<file path="config.mk">
export PLATFORM = sky130hd
export DESIGN_NAME = fft4_input_framer
export DESIGN_NICKNAME = d
export VERILOG_FILES = /design/src/rtl/fft_pkg.sv /design/src/rtl/fft_frame_bank.sv /design/src/rtl/fft4_input_framer.sv
export SDC_FILE = /design/constraint.sdc
export NUM_CORES = 1
export LEC_CHECK = 0
export BUFFER_PORTS_ARGS = -buffer_cell sky130_fd_sc_hd__clkbuf_2
export CAP_MARGIN = 10
export CORE_MARGIN = 10
export CORE_UTILIZATION = 40
export CTS_CLUSTER_DIAMETER = 40
export DETAILED_ROUTE_END_ITERATION = 7
export GPL_TIMING_DRIVEN = 1
export HOLD_SLACK_MARGIN = 0.1
export PLACE_DENSITY_LB_ADDON = 0.12
export SETUP_SLACK_MARGIN = 0.15
export SYNTH_ARGS = -nofsm -noshare
export SYNTH_HDL_FRONTEND = slang
export SYNTH_SLANG_ARGS = --single-unit
</file>
<file path="constraint.sdc">
create_clock -name clk -period 17.35 [get_ports clk]
set_clock_uncertainty 0.2 [all_clocks]
set_input_delay 4.3375 -clock clk [delete_from_list [all_inputs] [get_ports clk]]
set_output_delay 4.3375 -clock clk [all_outputs]
set_load 0.01 [all_outputs]
</file>
<file path="src/rtl/fft_pkg.sv">
// Shared constants and types for the 4-point radix-2 FFT datapath.
package fft_pkg;
    localparam int DEFAULT_WIDTH = 16;
    localparam int FFT_N         = 4;
    localparam int FFT_LOG2N     = 2;

    typedef logic [FFT_LOG2N-1:0] frame_idx_t;

    typedef struct packed {
        logic signed [DEFAULT_WIDTH-1:0] re;
        logic signed [DEFAULT_WIDTH-1:0] im;
    } cplx_t;
endpackage

</file>
<file path="src/rtl/fft_frame_bank.sv">
// One 4-entry complex register bank: indexed single-sample write, full parallel read.
module fft_frame_bank
    import fft_pkg::*;
#(
    parameter int WIDTH = DEFAULT_WIDTH
) (
    input  logic                          clk,
    input  logic                          rst,
    input  logic                          wr_en,
    input  frame_idx_t                    wr_idx,
    input  logic [WIDTH-1:0]              wr_r,
    input  logic [WIDTH-1:0]              wr_i,
    output logic [FFT_N-1:0][WIDTH-1:0]   rd_r,
    output logic [FFT_N-1:0][WIDTH-1:0]   rd_i
);
    logic [FFT_N-1:0][WIDTH-1:0] data_r_q, data_r_d;
    logic [FFT_N-1:0][WIDTH-1:0] data_i_q, data_i_d;

    always_comb begin
        data_r_d = data_r_q;
        data_i_d = data_i_q;
        if (wr_en) begin
            data_r_d[wr_idx] = wr_r;
            data_i_d[wr_idx] = wr_i;
        end
    end

    always_ff @(posedge clk or posedge rst) begin
        if (rst) begin
            data_r_q <= '0;
            data_i_q <= '0;
        end else begin
            data_r_q <= data_r_d;
            data_i_q <= data_i_d;
        end
    end

    assign rd_r = data_r_q;
    assign rd_i = data_i_q;
endmodule

</file>
<file path="src/rtl/fft4_input_framer.sv">
// Groups a serial valid/ready complex sample stream into 4-sample frames using a
// ping-pong pair of banks, presenting the oldest complete frame in parallel.
module fft4_input_framer
    import fft_pkg::*;
#(
    parameter int WIDTH = DEFAULT_WIDTH
) (
    input  logic             clk,
    input  logic             rst,
    input  logic             flush,
    input  logic             in_valid,
    output logic             in_ready,
    input  logic             in_last,
    input  logic [WIDTH-1:0] in_r,
    input  logic [WIDTH-1:0] in_i,
    output logic             out_valid,
    input  logic             out_ready,
    output logic [WIDTH-1:0] x0_r,
    output logic [WIDTH-1:0] x0_i,
    output logic [WIDTH-1:0] x1_r,
    output logic [WIDTH-1:0] x1_i,
    output logic [WIDTH-1:0] x2_r,
    output logic [WIDTH-1:0] x2_i,
    output logic [WIDTH-1:0] x3_r,
    output logic [WIDTH-1:0] x3_i,
    output logic             align_err
);
    logic       wr_bank_q, wr_bank_d;
    logic       rd_bank_q, rd_bank_d;
    frame_idx_t wr_idx_q,  wr_idx_d;
    logic [1:0] full_q,    full_d;
    logic       align_err_q, align_err_d;

    logic       accept;
    logic       consume;
    logic [1:0] bank_we;
    logic [1:0][FFT_N-1:0][WIDTH-1:0] bank_r;
    logic [1:0][FFT_N-1:0][WIDTH-1:0] bank_i;

    assign in_ready  = !full_q[wr_bank_q];
    assign out_valid = full_q[rd_bank_q];
    assign accept    = in_valid && in_ready;
    assign consume   = out_valid && out_ready;
    assign align_err = align_err_q;

    // Fill and drain can never hit the same bank: fill needs it empty, drain needs it full.
    always_comb begin
        wr_bank_d   = wr_bank_q;
        rd_bank_d   = rd_bank_q;
        wr_idx_d    = wr_idx_q;
        full_d      = full_q;
        align_err_d = 1'b0;
        bank_we     = '0;
        if (flush) begin
            wr_bank_d = 1'b0;
            rd_bank_d = 1'b0;
            wr_idx_d  = '0;
            full_d    = '0;
        end else begin
            if (accept) begin
                bank_we[wr_bank_q] = 1'b1;
                if (wr_idx_q == frame_idx_t'(FFT_N - 1)) begin
                    full_d[wr_bank_q] = 1'b1;
                    wr_bank_d         = !wr_bank_q;
                    wr_idx_d          = '0;
                end else if (in_last) begin
                    wr_idx_d    = '0;
                    align_err_d = 1'b1;
                end else begin
                    wr_idx_d = wr_idx_q + frame_idx_t'(1);
                end
            end
            if (consume) begin
                full_d[rd_bank_q] = 1'b0;
                rd_bank_d         = !rd_bank_q;
            end
        end
    end

    always_ff @(posedge clk or posedge rst) begin
        if (rst) begin
            wr_bank_q   <= 1'b0;
            rd_bank_q   <= 1'b0;
            wr_idx_q    <= '0;
            full_q      <= '0;
            align_err_q <= 1'b0;
        end else begin
            wr_bank_q   <= wr_bank_d;
            rd_bank_q   <= rd_bank_d;
            wr_idx_q    <= wr_idx_d;
            full_q      <= full_d;
            align_err_q <= align_err_d;
        end
    end

    for (genvar b = 0; b < 2; b++) begin : g_bank
        fft_frame_bank #(.WIDTH(WIDTH)) u_bank (
            .clk    (clk),
            .rst    (rst),
            .wr_en  (bank_we[b]),
            .wr_idx (wr_idx_q),
            .wr_r   (in_r),
            .wr_i   (in_i),
            .rd_r   (bank_r[b]),
            .rd_i   (bank_i[b])
        );
    end

    assign x0_r = bank_r[rd_bank_q][0];
    assign x0_i = bank_i[rd_bank_q][0];
    assign x1_r = bank_r[rd_bank_q][1];
    assign x1_i = bank_i[rd_bank_q][1];
    assign x2_r = bank_r[rd_bank_q][2];
    assign x2_i = bank_i[rd_bank_q][2];
    assign x3_r = bank_r[rd_bank_q][3];
    assign x3_i = bank_i[rd_bank_q][3];
endmodule

</file>
# Word level (Yosys, flattened, before mapping)
# Cells that the tools add are included.
# classes
addsub,1
magnitude_cmp,6
n_eq_ne,1
muxes,38
n_bitwise,3
reduce_logical,12
# ops
cell,count
$bwmux W64,4
$mux W64,4
$demux W16 S2,1
$mux W2,11
$mux W16,1
$mux W1,15
$reduce_bool A2 Y1,3
$logic_and A1 B1 Y1,5
$lt A1 B2 Y1 const B,2
$logic_not A1 Y1,3
$lt A2 B3 Y1 const B,1
$add A2 B1 Y2 const B,1
$and A2 B2 Y2,1
$demux W1 S1,2
$eq A2 B2 Y1 const B,1
$ge A1 B1 Y1 const B,2
$ge A2 B1 Y1 const B,1
$not A2 Y2,1
$or A2 B2 Y2,1
$reduce_and A2 Y1,1
# totals
register_bits,263
input_bits,38
out_inout_bits,131
elab_cells,82

# Depth between registers and ports, before layout
# Gate-level depths: netlist of run 1.
# logic_depth
ltp_word,11
depth_mapped,5
ltp_nobuf,4

# Hierarchy
# Synthesis of run 1 repeated with hierarchy kept, for this count alone.
# hier_totals
hier_cells,726
area_unflattened_um2,11422.2
# by_module_without_submodules
module,instances,cells_per_inst,area_each_um2,seq_area_each_um2
fft_frame_bank,2,273,4748.3,3203.1
fft4_input_framer,1,180,1925.6,175.2

# Worst setup path before layout of run 1
# Ideal clock, no wire load.
# synth_path
path_kind,register to output
startpoint,register rd_bank_q
endpoint,output port x0_i[0]
arrival_ns,1.332
required_ns,12.812
path_slack_ns,11.481
path_stages_with_launch,5
path_buffers,3
cell_sequence,dfrtp_1 -> clkbuf_1 -> clkbuf_1 -> buf_2 -> mux2_2
# synth_between
elab_chain_cells,2
# synth_lines
element,line_no,rtl
from (decl),fft4_input_framer.sv:29,"logic rd_bank_q, rd_bank_d;"
from (signal assigned),fft4_input_framer.sv:89,rd_bank_q <= rd_bank_d;
$mux W64 (2 in series),--,
to (decl),fft4_input_framer.sv:19,"output logic [WIDTH-1:0] x0_i,"
# Every way passes these cells. The select of a mux whose other input is x is not followed.

# Worst setup path after layout of run 1
# layout_path
startpoint,register rd_bank_q
endpoint,output port x2_i[6]
# layout_between
elab_chain_cells,2
# layout_lines
element,line_no,rtl
$mux W64 (2 in series),--,
to (decl),fft4_input_framer.sv:23,"output logic [WIDTH-1:0] x2_i,"
# Every way passes these cells. The select of a mux whose other input is x is not followed.

==> results of run 1 <==
==> cells in the final DEF (no fill, tap or decap), types with 2 or more instances in the layout <==
cell type and instances:
mux2_2 305, dfrtp_1 262, clkbuf_2 168, mux2_4 80, clkbuf_16 47, clkinv_2 8, buf_4 8, clkbuf_1 7
bufinv_16 6, o21ai_0 4, ha_1 4, nand2_2 3, inv_1 3, a21oi_1 3, inv_6 3, clkinv_4 3
nor3b_4 2, nand2_4 2, nand2_1 2, a211o_1 2, nor3_1 2, clkinvlp_4 2, clkbuf_8 2
==> area by class of cell <==
type	instances	area [sq um]	share of cell area, %
clock buffer	56	1230	8.497
clock inverter	22	287.8	1.988
inverter	4	22.52	0.1556
multi-input combinational	421	4961	34.27
sequential	263	6585	45.49
tap	390	488.0	3.371
timing repair buffer	176	900.9	6.224
==> critical path, delay by kind of cell, from the launching register on <==
kind | cells | cell delay [ns]
DFF | 1 | 1.01
muxes | 1 | 0.45
buffers and inverters | 2 | 1.02
==> state kept, by name, summed over array words and instances, names as in the netlist <==
signal / flops
full_q: 2
g_bank.u_bank.rd_i: 128
wr_idx_q: 2
g_bank.u_bank.rd_r: 128
align_err: 1
rd_bank_q: 1
wr_bank_q: 1
==> worst max-delay path by stage <==
stage / start / to / slack [ns] / depth (start not counted)
floorplan: rst / align_err$_DFF_PP0_ / 5.57 / 1
global placement: rd_bank_q$_DFFE_PP0P_ / x2_i[6] / 10.20 / 3
detailed placement: rd_bank_q$_DFFE_PP0P_ / x2_i[6] / 10.21 / 3
CTS: rd_bank_q$_DFFE_PP0P_ / x2_i[6] / 9.64 / 3
global route: rd_bank_q$_DFFE_PP0P_ / x2_i[6] / 9.54 / 3
finish: rd_bank_q$_DFFE_PP0P_ / x2_i[6] / 9.72 / 3
==> per-stage QoR <==
step	utilization [%]	cells	power, W
2_1_floorplan	-	729	0.0008539
3_3_place_gp	43.95	1254	0.0009547
3_5_place_dp	43.95	1254	0.0009573
4_1_cts	49.10	1332	0.001862
5_1_grt	49.10	1332	0.001917
6_report	49.10	1332	0.001834
==> per-layer routing <==
metal / GRT usage (%) / up-vias / part of all wire, %
li1: - / 3007 / -
met1: 21.74 / 3514 / 48
met2: 23.11 / 149 / 45
met3: 4.174 / 53 / 5.9
met4: 4.383 / 4 / 1.8
met5: 0 / - / 0.095
==> report_power, final <==
group	internal, W	total [W]	switching, W
Combinational	0.000125	0.000240	0.000116
Sequential	0.000673	0.000701	0.0000279
Clock	0.000590	0.000892	0.000302
==> cell families after synthesis <==
group,count (synthesis),synth area share [%]
buffers and inverters,45,2.907
DFF,263,55.40
and+or+nand+nor,21,1.675
adders and majority gates,4,0.4213
AOI/OAI and AO/OA,10,0.4950
muxes,386,39.10
==> load_flow_metrics.sql, run 1 <==
INSERT INTO impl_metrics (metric_group, metric, value, unit) VALUES
('outcome', 'outcome', 'finished clean', ''),
('timing', 'finalMaxSlewViolations', '0', ''),
('global_route', 'grt_start_max_net_pins', '112', ''),
('cts', 'clk_pin_slew_worst_paths', '0.05', 'ns'),
('die', 'initial_core_util', '40.30', '%'),
('cts', 'cts_tree', 'yes', ''),
('cts', 'cts_repair_resize_count', '0', ''),
('setup_path', 'critPathCaptureType', 'output port', ''),
('timing', 'period_share', '43.99', '%'),
('route', 'routedWlPerCell', '21.40', 'um'),
('hold_path', 'hold_end', 'g_bank[0].u_bank.rd_r[42]$_DFFE_PP0P_', ''),
('route', 'drt_wl_total', '28510', 'um'),
('cells_and_area', 'flow.area_growth_from_synthesis', '21.84', '%'),
('cts', 'cts_hold_buf', '0', ''),
('synthesis', 'distinct_cell_type_count_after_synthesis', '29', ''),
('setup_path', 'timing.critical_path.cells', 'buf_4 > mux2_2 > clkbuf_2', ''),
('power_and_ir_drop', 'irDropWorstVdd', '0.07368', 'mV'),
('setup_path', 'timing.reg2reg.worst_path_depth', '3', ''),
('global_route', 'antenna_violations_before_repair', '2', ''),
('place', 'dpl_worst_slack', '10.21', 'ns'),
('timing', 'post-route-min-period', '7.633', 'ns'),
('cells_and_area', 'layout.cell_area.non_filler', '0.01448', 'sq mm'),
('setup_path', 'worstSetupStartpointType', 'register', ''),
('synthesis', 'synth.area.top_cells', 'dfrtp_1 55%, mux2_2 29%, mux2_4 10%, buf_6 2.0%, buf_2 0.51%', ''),
('synthesis', 'syn_avg_cell_area', '16.30', 'sq um'),
('synthesis', 'synthMostInstantiatedCell', 'mux2_2', ''),
('hold_path', 'min-delay-path-class', 'reg -> reg', ''),
('setup_path', 'critical_path_peak_fanout', '70', ''),
('cells_and_area', 'post_route_cells_drive_above_1_share', '68.47', '%'),
('cts', 'cts_buffers', '45', ''),
('flow_run', 'timing.max_cap.violations', '0', ''),
('setup_path', 'worst-endpoint-required', '12.81', 'ns'),
('cells_and_area', 'n_fill_cell', '2601', ''),
('synthesis', 'yosysSeqAreaShare', '55.40', '%'),
('synthesis', 'synthesis.nets', '771', ''),
('cts', 'clk_latency', '0.52', 'ns'),
('die', 'die-height', '192.3', 'um'),
('die', 'rows', '63', ''),
('die', 'floorplan.core_area', '0.02948', 'sq mm'),
('die', 'die_area', '0.03699', 'sq mm'),
('place', 'placement.io_buffers', '168', ''),
('synthesis', 'yosys_warnings', '0', ''),
('die', 'i_o_pin_count', '169', ''),
('global_route', 'grt_overflow', '0', ''),
('route', 'dr.first_iter.drc_count', '241', ''),
('setup_path', 'timing_worst_setup_path_type', 'reg -> out', ''),
('global_route', 'grt_pass1_wl', '44750', 'um'),
('global_route', 'via_count_of_the_first_global_routing_pass', '7329', ''),
('cts', 'cts_post_setup_buffers_inserted', '0', ''),
('power_and_ir_drop', 'power_per_cell_area', '126.7', 'mW/mm^2'),
('route', 'drc_errors', '0', ''),
('route', 'routed-via-count', '6727', ''),
('setup_path', 'worst_path_max_delay_cell', 'dfrtp_4', ''),
('synthesis', 'synth_edf_count', '0', ''),
('global_route', 'grt_util_all_layers', '15.51', '%'),
('place', 'dpl.hpwl', '17300', 'um'),
('timing', 'hold_ws', '0.2959', 'ns'),
('synthesis', 'netlist_area_pre_place', '0.01188', 'sq mm'),
('synthesis', 'number_of_instances_in_the_synthesized_netlist', '729', ''),
('setup_path', 'critical_path.reg2reg.endpoint', 'rd_bank_q$_DFFE_PP0P_', ''),
('setup_path', 'crit-reg2reg-launch', 'rd_bank_q$_DFFE_PP0P_', ''),
('die', 'fp.dieW', '192.3', 'um'),
('synthesis', 'synth_largest_type_area_fraction', '55.40', '%'),
('timing', 'worst_pin_slew', '1.076', 'ns'),
('cts', 'clock_path_buffers', '3', ''),
('cts', 'num_clock_sinks', '263', ''),
('hold_path', 'beginning_of_the_worst_hold_path', 'g_bank[0].u_bank.rd_r[42]$_DFFE_PP0P_', ''),
('timing', 'setup_viol_count_final', '0', ''),
('cells_and_area', 'design.final.nets', '953', ''),
('timing', 'timing.setup.tns', '0', 'ns'),
('timing', 'max_freq', '131.0', 'MHz');
No activity file was read; power rests on OpenSTA's default activity.
==> inputs of run 2 (changes only) <==
Settings changed: ABC_AREA set to 1.
Clock period 17.35 ns to 7.7 ns, I/O delays scaled along.
==> run 2 against run 1 <==
Net effect:
- cell count is 61% higher
- flip-flop and latch count stayed put
- utilization is 0.74 points lower
- hold slack worse by 0.021 ns
- via count is 63% higher
- critical path depth is 2 higher
- clock power is 140% higher
- combinational power grew to 3.0 times the previous value
- synthesized area is 3.9% higher
- setup slack worse by 7.2 ns
- die area is 3.5% higher
- wire length is 42% higher
- critical endpoint is now x1_i[4]
==> load_flow_metrics.sql, run 2 <==
INSERT INTO impl_metrics (metric_group, metric, value, unit) VALUES
('outcome', 'outcome', 'finished clean', ''),
('die', 'die-height', '195.7', 'um'),
('timing', 'period_share', '67.35', '%'),
('cts', 'clk_latency', '0.54', 'ns'),
('cells_and_area', 'most-common-layout-cells', '906 x nand2_1, 262 x dfrtp_1, 256 x nand3_1', ''),
('route', 'drt_wl_total', '40550', 'um'),
('global_route', 'via_count_of_the_first_global_routing_pass', '11140', ''),
('cts', 'clk_pin_slew_worst_paths', '0.05', 'ns'),
('hold_path', 'min-delay-path-class', 'reg -> reg', ''),
('cts', 'num_clock_sinks', '263', ''),
('synthesis', 'post_synth_most_frequent_cells', '906 x nand2_1, 263 x dfrtp_1, 256 x nand3_1', ''),
('timing', 'setup_viol_count_final', '0', ''),
('synthesis', 'synth.area.top_cells', 'dfrtp_1 53%, nand2_1 28%, nand3_1 10%, buf_6 2.3%, clkbuf_1 1.7%', ''),
('cts', 'cts-root-buf', 'clkbuf_16', ''),
('synthesis', 'yosys_warnings', '0', ''),
('cells_and_area', 'flow.area_growth_from_synthesis', '19.53', '%'),
('setup_path', 'timing_worst_setup_path_type', 'reg -> out', ''),
('synthesis', 'yosys.area.top_type', 'dfrtp_1', ''),
('timing', 'rsz0062_at_grt', 'false', ''),
('flow_run', 'timing.max_cap.violations', '0', ''),
('die', 'rows', '64', ''),
('route', 'drt.antenna.violating_nets', '0', ''),
('setup_path', 'critPathMaxStageDelay', '0.72', 'ns'),
('synthesis', 'asyncSetResetFlopFracSynth', '100.0', '%'),
('synthesis', 'netlist_area_pre_place', '0.01234', 'sq mm'),
('die', 'fp.dieW', '195.7', 'um'),
('global_route', 'grt_overflow', '0', ''),
('place', 'dpl.hpwl', '24240', 'um'),
('route', 'drc_errors', '0', ''),
('power_and_ir_drop', 'cellLeakagePower', '8.462', 'nW'),
('timing', 'post-route-min-period', '5.186', 'ns'),
('setup_path', 'worst_path_max_delay_cell', 'dfrtp_4', ''),
('setup_path', 'critical_path_peak_fanout', '68', ''),
('timing', 'final-hold-violation-count', '0', ''),
('hold_path', 'min_delay_path_depth', '2', ''),
('route', 'dr.first_iter.drc_count', '872', ''),
('route', 'routed-via-count', '10970', ''),
('setup_path', 'timing.critical_path.cells', 'inv_4 > buf_4 > nand2_1 > nand2_1 > clkbuf_2', ''),
('cts', 'cts_buffers', '47', ''),
('route', 'routedWlPerCell', '18.91', 'um'),
('synthesis', 'synth_largest_type_area_fraction', '53.31', '%'),
('timing', 'finalMaxSlewViolations', '0', ''),
('timing', 'max_freq', '192.8', 'MHz'),
('synthesis', 'number_of_instances_in_the_synthesized_netlist', '1614', ''),
('setup_path', 'path_common_cell', 'nand2_1', ''),
('timing', 'worst_pin_slew', '1.050', 'ns'),
('die', 'i_o_pin_count', '169', ''),
('place', 'placement.io_buffers', '168', ''),
('synthesis', 'synth_top_flop_cell', 'dfrtp_1', ''),
('cts', 'clock_path_buffers', '3', ''),
('setup_path', 'worstSetupStartpointType', 'register', ''),
('synthesis', 'synthMostInstantiatedCell', 'nand2_1', ''),
('timing', 'timing.setup.tns', '0', 'ns'),
('synthesis', 'yosysSeqAreaShare', '53.31', '%'),
('route', 'firstDrtPassIters', '5', ''),
('synthesis', 'postSynthRegisterBits', '263', ''),
('cts', 'cts_tree', 'yes', ''),
('cts', 'cts_hold_buf', '0', ''),
('cells_and_area', 'commonest_non_fill_non_tap_cell_in_the_layout', 'nand2_1', ''),
('setup_path', 'worst-endpoint-required', '5.58', 'ns'),
('synthesis', 'synthesis.nets', '1656', ''),
('power_and_ir_drop', 'irDropWorstVdd', '0.1617', 'mV'),
('global_route', 'grt_util_all_layers', '20.99', '%'),
('die', 'die_area', '0.03829', 'sq mm'),
('die', 'initial_core_util', '40.46', '%'),
('setup_path', 'critPathCaptureType', 'output port', ''),
('cells_and_area', 'finish.utilization', '48.36', '%'),
('cells_and_area', 'design.final.nets', '1751', ''),
('synthesis', 'syn_avg_cell_area', '7.648', 'sq um'),
('cells_and_area', 'diode_insertion_count_for_antenna_repair', '0', ''),
('place', 'dpl_worst_slack', '2.999', 'ns'),
('timing', 'slew_headroom', '29.76', '%'),
('setup_path', 'timing.reg2reg.worst_path_depth', '6', ''),
('global_route', 'antenna_violations_before_repair', '0', ''),
('die', 'floorplan.core_area', '0.03051', 'sq mm'),
('place', 'place.gp.congestion', '0.7926', ''),
('cts', 'cts_repair_resize_count', '0', ''),
('cts', 'h-tree-depth', '2', ''),
('setup_path', 'worst-endpoint-arrival', '3.06', 'ns'),
('timing', 'worst_slack', '2.514', 'ns'),
('cts', 'cts_post_setup_buffers_inserted', '0', ''),
('synthesis', 'distinct_cell_type_count_after_synthesis', '22', ''),
('global_route', 'grt_pass1_wl', '65340', 'um'),
('synthesis', 'synth_edf_count', '0', ''),
('power_and_ir_drop', 'power_per_cell_area', '309.5', 'mW/mm^2'),
('cells_and_area', 'post_route_cells_drive_above_1_share', '16.53', '%'),
('route', 'avgViaCountPerCell', '5.115', ''),
('power_and_ir_drop', 'p_total', '0.004567', 'W'),
('global_route', 'grt_start_max_net_pins', '138', '');
run 2: changes by cell type after synthesis, moves of 7 or more:
cell / before / now
nand2_1: 5 / 906
mux2_2: 305 / 0
nand3_1: 1 / 256
mux2_4: 80 / 0
clkbuf_1: 3 / 56
clkbuf_2: 0 / 27
buf_2: 12 / 25
nand4_1: 0 / 8
inv_1: 4 / 11
run 2: cell type report:
type / instances / area [sq um]
clock buffer: 60 / 1346
clock inverter: 28 / 340.3
fill: 3066 / 15750
timing repair buffer: 189 / 1011
tap: 396 / 495.5
sequential: 263 / 6585
multi-input combinational: 1195 / 4922
inverter: 13 / 55.05
run 2: report_power, final:
part           switching, W  internal (W)
combinational      0.000464      0.000257
sequential         0.000108       0.00157
clock              0.000731       0.00144
total               0.00130       0.00326
run 2: cells by family after synthesis:
| kind of cell | count (synthesis) | share of synthesized area (%) |
|---|---|---|
| flip-flops | 263 | 53.31 |
| AND/OR/NAND/NOR | 1184 | 39.00 |
| buffers and inverters | 156 | 6.973 |
| AO/OA/AOI/OAI | 7 | 0.3040 |
| adder cells (fa/ha/maj) | 4 | 0.4054 |
run 2: worst max-delay path: cells and delay by family, from the launching register on:
family	cells	cell delay (ns)
flip-flops	1	0.72
AND/OR/NAND/NOR	2	0.22
buffers and inverters	3	1.51
run 2: per-layer routing:
metal	part of all wire (%)	vias to the layer above	global-route usage, %
met5	0	-	0
met1	45	5273	28.88
met2	47	390	33.24
li1	-	5244	-
met3	6.3	59	3.836
met4	2.1	0	5.656
run 2: per-stage QoR:
| step | hold WS (ns) | cells | instance area [sq um] |
|---|---|---|---|
| after CTS | 0.2787 | 2144 | 14760 |
| after global routing | 0.2891 | 2144 | 14760 |
| final | 0.2750 | 2144 | 14760 |
| after global placement | 0.2622 | 2056 | 13070 |
| after detailed placement | 0.2651 | 2056 | 13070 |
| after floorplan | 0.2489 | 1614 | 12350 |
run 2: worst paths after layout:
check                                                 startpoint                                    end  slack [ns]
max in group asynchronous                                    rst  g_bank[1].u_bank.rd_r[47]$_DFFE_PP0P_        4.66
max reg2reg                              wr_idx_q[0]$_DFFE_PP0P_   g_bank[0].u_bank.rd_r[9]$_DFFE_PP0P_        4.84
min in group asynchronous                                    rst  g_bank[0].u_bank.rd_r[55]$_DFFE_PP0P_        1.32
max                                        rd_bank_q$_DFFE_PP0P_                                x1_i[4]        2.51
min                        g_bank[1].u_bank.rd_r[28]$_DFFE_PP0P_  g_bank[1].u_bank.rd_r[28]$_DFFE_PP0P_        0.27
min reg2reg                g_bank[1].u_bank.rd_r[28]$_DFFE_PP0P_  g_bank[1].u_bank.rd_r[28]$_DFFE_PP0P_        0.27
==> inputs of run 3 (changes only) <==
Clock period 7.7 ns to 5.4 ns, I/O delays scaled along.
==> run 3 against run 2 <==
Net effect:
- sequential share of layout area up 0.22 points
- clock-buffer cell count is 1 lower
- critical path type unchanged
- first-iteration DRC count is 19% lower
==> load_flow_metrics.sql, run 3 (same netlist as run 2, synthesis figures left out) <==
INSERT INTO impl_metrics (metric_group, metric, value, unit) VALUES
('outcome', 'outcome', 'finished clean', ''),
('setup_path', 'critPathMaxStageDelay', '0.72', 'ns'),
('cts', 'cts_tree', 'yes', ''),
('cells_and_area', 'flow.area_growth_from_synthesis', '18.93', '%'),
('place', 'placement.io_buffers', '168', ''),
('global_route', 'grt_pass1_wl', '65120', 'um'),
('timing', 'finalMaxSlewViolations', '0', ''),
('setup_path', 'worstSetupStartpoint', 'rd_bank_q$_DFFE_PP0P_', ''),
('power_and_ir_drop', 'sw_frac_of_total', '28.63', '%'),
('cts', 'clk_latency', '0.52', 'ns'),
('cts', 'num_clock_sinks', '263', ''),
('cells_and_area', 'most-common-layout-cells', '906 x nand2_1, 262 x dfrtp_1, 256 x nand3_1', ''),
('power_and_ir_drop', 'irDropWorstVdd', '0.2514', 'mV'),
('timing', 'worst_pin_slew', '0.9858', 'ns'),
('cts', 'cts_buffers', '43', ''),
('die', 'rows', '64', ''),
('route', 'dr_wl_met2', '19420', 'um'),
('global_route', 'grt_start_max_net_pins', '80', ''),
('power_and_ir_drop', 'power.net_switching', '0.001799', 'W'),
('route', 'met1_length', '17700', 'um'),
('timing', 'period_share', '80.31', '%'),
('place', 'place.gp.congestion', '0.7737', ''),
('cts', 'cts-root-buf', 'clkbuf_16', ''),
('die', 'initial_core_util', '40.46', '%'),
('cts', 'h-tree-depth', '2', ''),
('hold_path', 'min-delay-path-class', 'reg -> reg', ''),
('cells_and_area', 'design.final.nets', '1753', ''),
('setup_path', 'critPathCaptureType', 'output port', ''),
('cells_and_area', 'commonest_non_fill_non_tap_cell_in_the_layout', 'nand2_1', ''),
('power_and_ir_drop', 'power_per_cell_area', '428.0', 'mW/mm^2'),
('route', 'drt.antenna.violating_nets', '0', ''),
('setup_path', 'critical_path.reg2reg.endpoint', 'g_bank[0].u_bank.rd_r[40]$_DFFE_PP0P_', ''),
('cells_and_area', 'finish.utilization', '48.12', '%'),
('setup_path', 'crit-reg2reg-launch', 'wr_idx_q[0]$_DFFE_PP0P_', ''),
('route', 'routedWlPerCell', '18.83', 'um'),
('setup_path', 'timing.reg2reg.worst_path_depth', '7', ''),
('hold_path', 'hold_end', 'g_bank[0].u_bank.rd_i[20]$_DFFE_PP0P_', ''),
('setup_path', 'worst_path_max_delay_cell', 'buf_4', ''),
('cts', 'cts_post_setup_buffers_inserted', '0', ''),
('power_and_ir_drop', 'power.internal', '0.004484', 'W'),
('die', 'die_area', '0.03829', 'sq mm'),
('cts', 'cts_repair_resize_count', '0', ''),
('timing', 'final-hold-violation-count', '0', ''),
('setup_path', 'timing.critical_path.cells', 'buf_4 > buf_4 > nand2_1 > nand2_1 > clkbuf_2', ''),
('cells_and_area', 'finalNonFillerCells', '2140', ''),
('power_and_ir_drop', 'logic_gate_share_of_total_power', '16.7', '%'),
('setup_path', 'worst_case_register_to_register_setup_slack', '2.78', 'ns'),
('die', 'fp.dieW', '195.7', 'um'),
('place', 'placed_cells_incl_taps', '2062', ''),
('cells_and_area', 'layout.cell_area.non_filler', '0.01468', 'sq mm'),
('cts', 'clk_pin_slew_worst_paths', '0.05', 'ns'),
('global_route', 'grt_util_all_layers', '20.94', '%'),
('route', 'top_signal_layer_used', 'met4', ''),
('timing', 'slew_headroom', '34.12', '%'),
('hold_path', 'min_delay_path_depth', '2', ''),
('timing', 'setup_viol_count_final', '0', ''),
('cells_and_area', 'diode_insertion_count_for_antenna_repair', '0', ''),
('route', 'dr.first_iter.drc_count', '702', ''),
('cts', 'cts_hold_buf', '0', ''),
('setup_path', 'critical_path_peak_fanout', '73', ''),
('route', 'drt_wl_total', '40290', 'um'),
('place', 'dpl.hpwl', '24380', 'um'),
('setup_path', 'worst-endpoint-arrival', '2.79', 'ns'),
('flow_run', 'timing.max_cap.violations', '0', ''),
('cells_and_area', 'post_route_cells_drive_above_1_share', '16.11', '%'),
('die', 'i_o_pin_count', '169', ''),
('power_and_ir_drop', 'power.clock.fraction', '45.5', '%'),
('global_route', 'antenna_violations_before_repair', '0', ''),
('global_route', 'via_count_of_the_first_global_routing_pass', '11170', ''),
('global_route', 'grt_overflow', '0', ''),
('setup_path', 'timing_worst_setup_path_type', 'reg -> out', ''),
('route', 'routed-via-count', '10940', ''),
('route', 'drc_errors', '0', ''),
('route', 'firstDrtPassIters', '5', ''),
('die', 'die-height', '195.7', 'um'),
('setup_path', 'worst-endpoint-required', '3.85', 'ns'),
('cts', 'clock_path_buffers', '3', ''),
('timing', 'timing.setup.tns', '0', 'ns'),
('timing', 'post-route-min-period', '4.337', 'ns'),
('timing', 'rsz0062_at_grt', 'false', ''),
('setup_path', 'worstSetupStartpointType', 'register', ''),
('route', 'dr_wl_met3', '2263', 'um'),
('die', 'floorplan.core_area', '0.03051', 'sq mm'),
('route', 'avgViaCountPerCell', '5.113', ''),
('timing', 'max_freq', '230.6', 'MHz'),
('power_and_ir_drop', 'p_total', '0.006283', 'W'),
('place', 'placed_area', '0.01316', 'sq mm'),
('power_and_ir_drop', 'sequential_group_share_of_total_power', '37.8', '%'),
('power_and_ir_drop', 'cellLeakagePower', '8.424', 'nW'),
('hold_path', 'beginning_of_the_worst_hold_path', 'g_bank[0].u_bank.rd_i[20]$_DFFE_PP0P_', '');
-- run 3: cell types whose count changed in the layout (fill, tap and decap cells not counted), moves of 2 or more --
| cell | previous run | this run |
|---|---|---|
| clkinv_4 | 5 | 0 |
| buf_12 | 1 | 5 |
| clkbuf_1 | 2 | 6 |
| clkbuf_16 | 48 | 45 |
| clkinv_2 | 9 | 6 |
| buf_4 | 20 | 22 |
| clkbuf_8 | 10 | 8 |
-- run 3: power groups by stage --
stage	registers, W	logic, W	clock network, W
final	0.00237	0.00105	0.00286
after global routing	0.00240	0.00120	0.00301
after CTS	0.00237	0.00107	0.00291
after detailed placement	0.00240	0.00107	0
after global placement	0.00240	0.00106	0
after floorplan	0.00237	0.000648	0
-- run 3: layer usage --
metal  up-vias  track usage (%)
met5         -                0
met4         0            5.543
met3        59            3.990
met2       325            34.94
met1      5320            27.27
li1       5238                -
-- run 3: through the flow --
step	hold WS, ns	setup slack [ns]
after floorplan	0.2489	0.3805
after detailed placement	0.2656	1.600
after global placement	0.2622	1.652
final	0.2760	1.063
after CTS	0.2796	1.049
after global routing	0.2936	0.8777
-- run 3: worst max-delay path by stage --
| stage | to | slack (ns) |
|---|---|---|
| detailed placement | x2_r[8] | 1.60 |
| floorplan | align_err$_DFF_PP0_ | 0.38 |
| global placement | x2_r[8] | 1.65 |
| global route | x0_r[3] | 0.88 |
| finish | x2_r[8] | 1.06 |
| CTS | x2_r[8] | 1.05 |
-- run 3: final cells by class --
type | count | area (sq um)
Fill cell | 3055 | 15830
Sequential cell | 263 | 6585
Multi-Input combinational cell | 1195 | 4922
Clock buffer | 59 | 1259
Timing Repair Buffer | 195 | 1106
Tap cell | 396 | 495.5
Clock inverter | 19 | 259.0
Inverter | 13 | 55.05
-- run 3: critical path: cells and delay by family (launching register included) --
family | cells | cell delay (ns)
buffers and inverters | 3 | 1.44
DFF | 1 | 0.42
and+or+nand+nor | 2 | 0.28
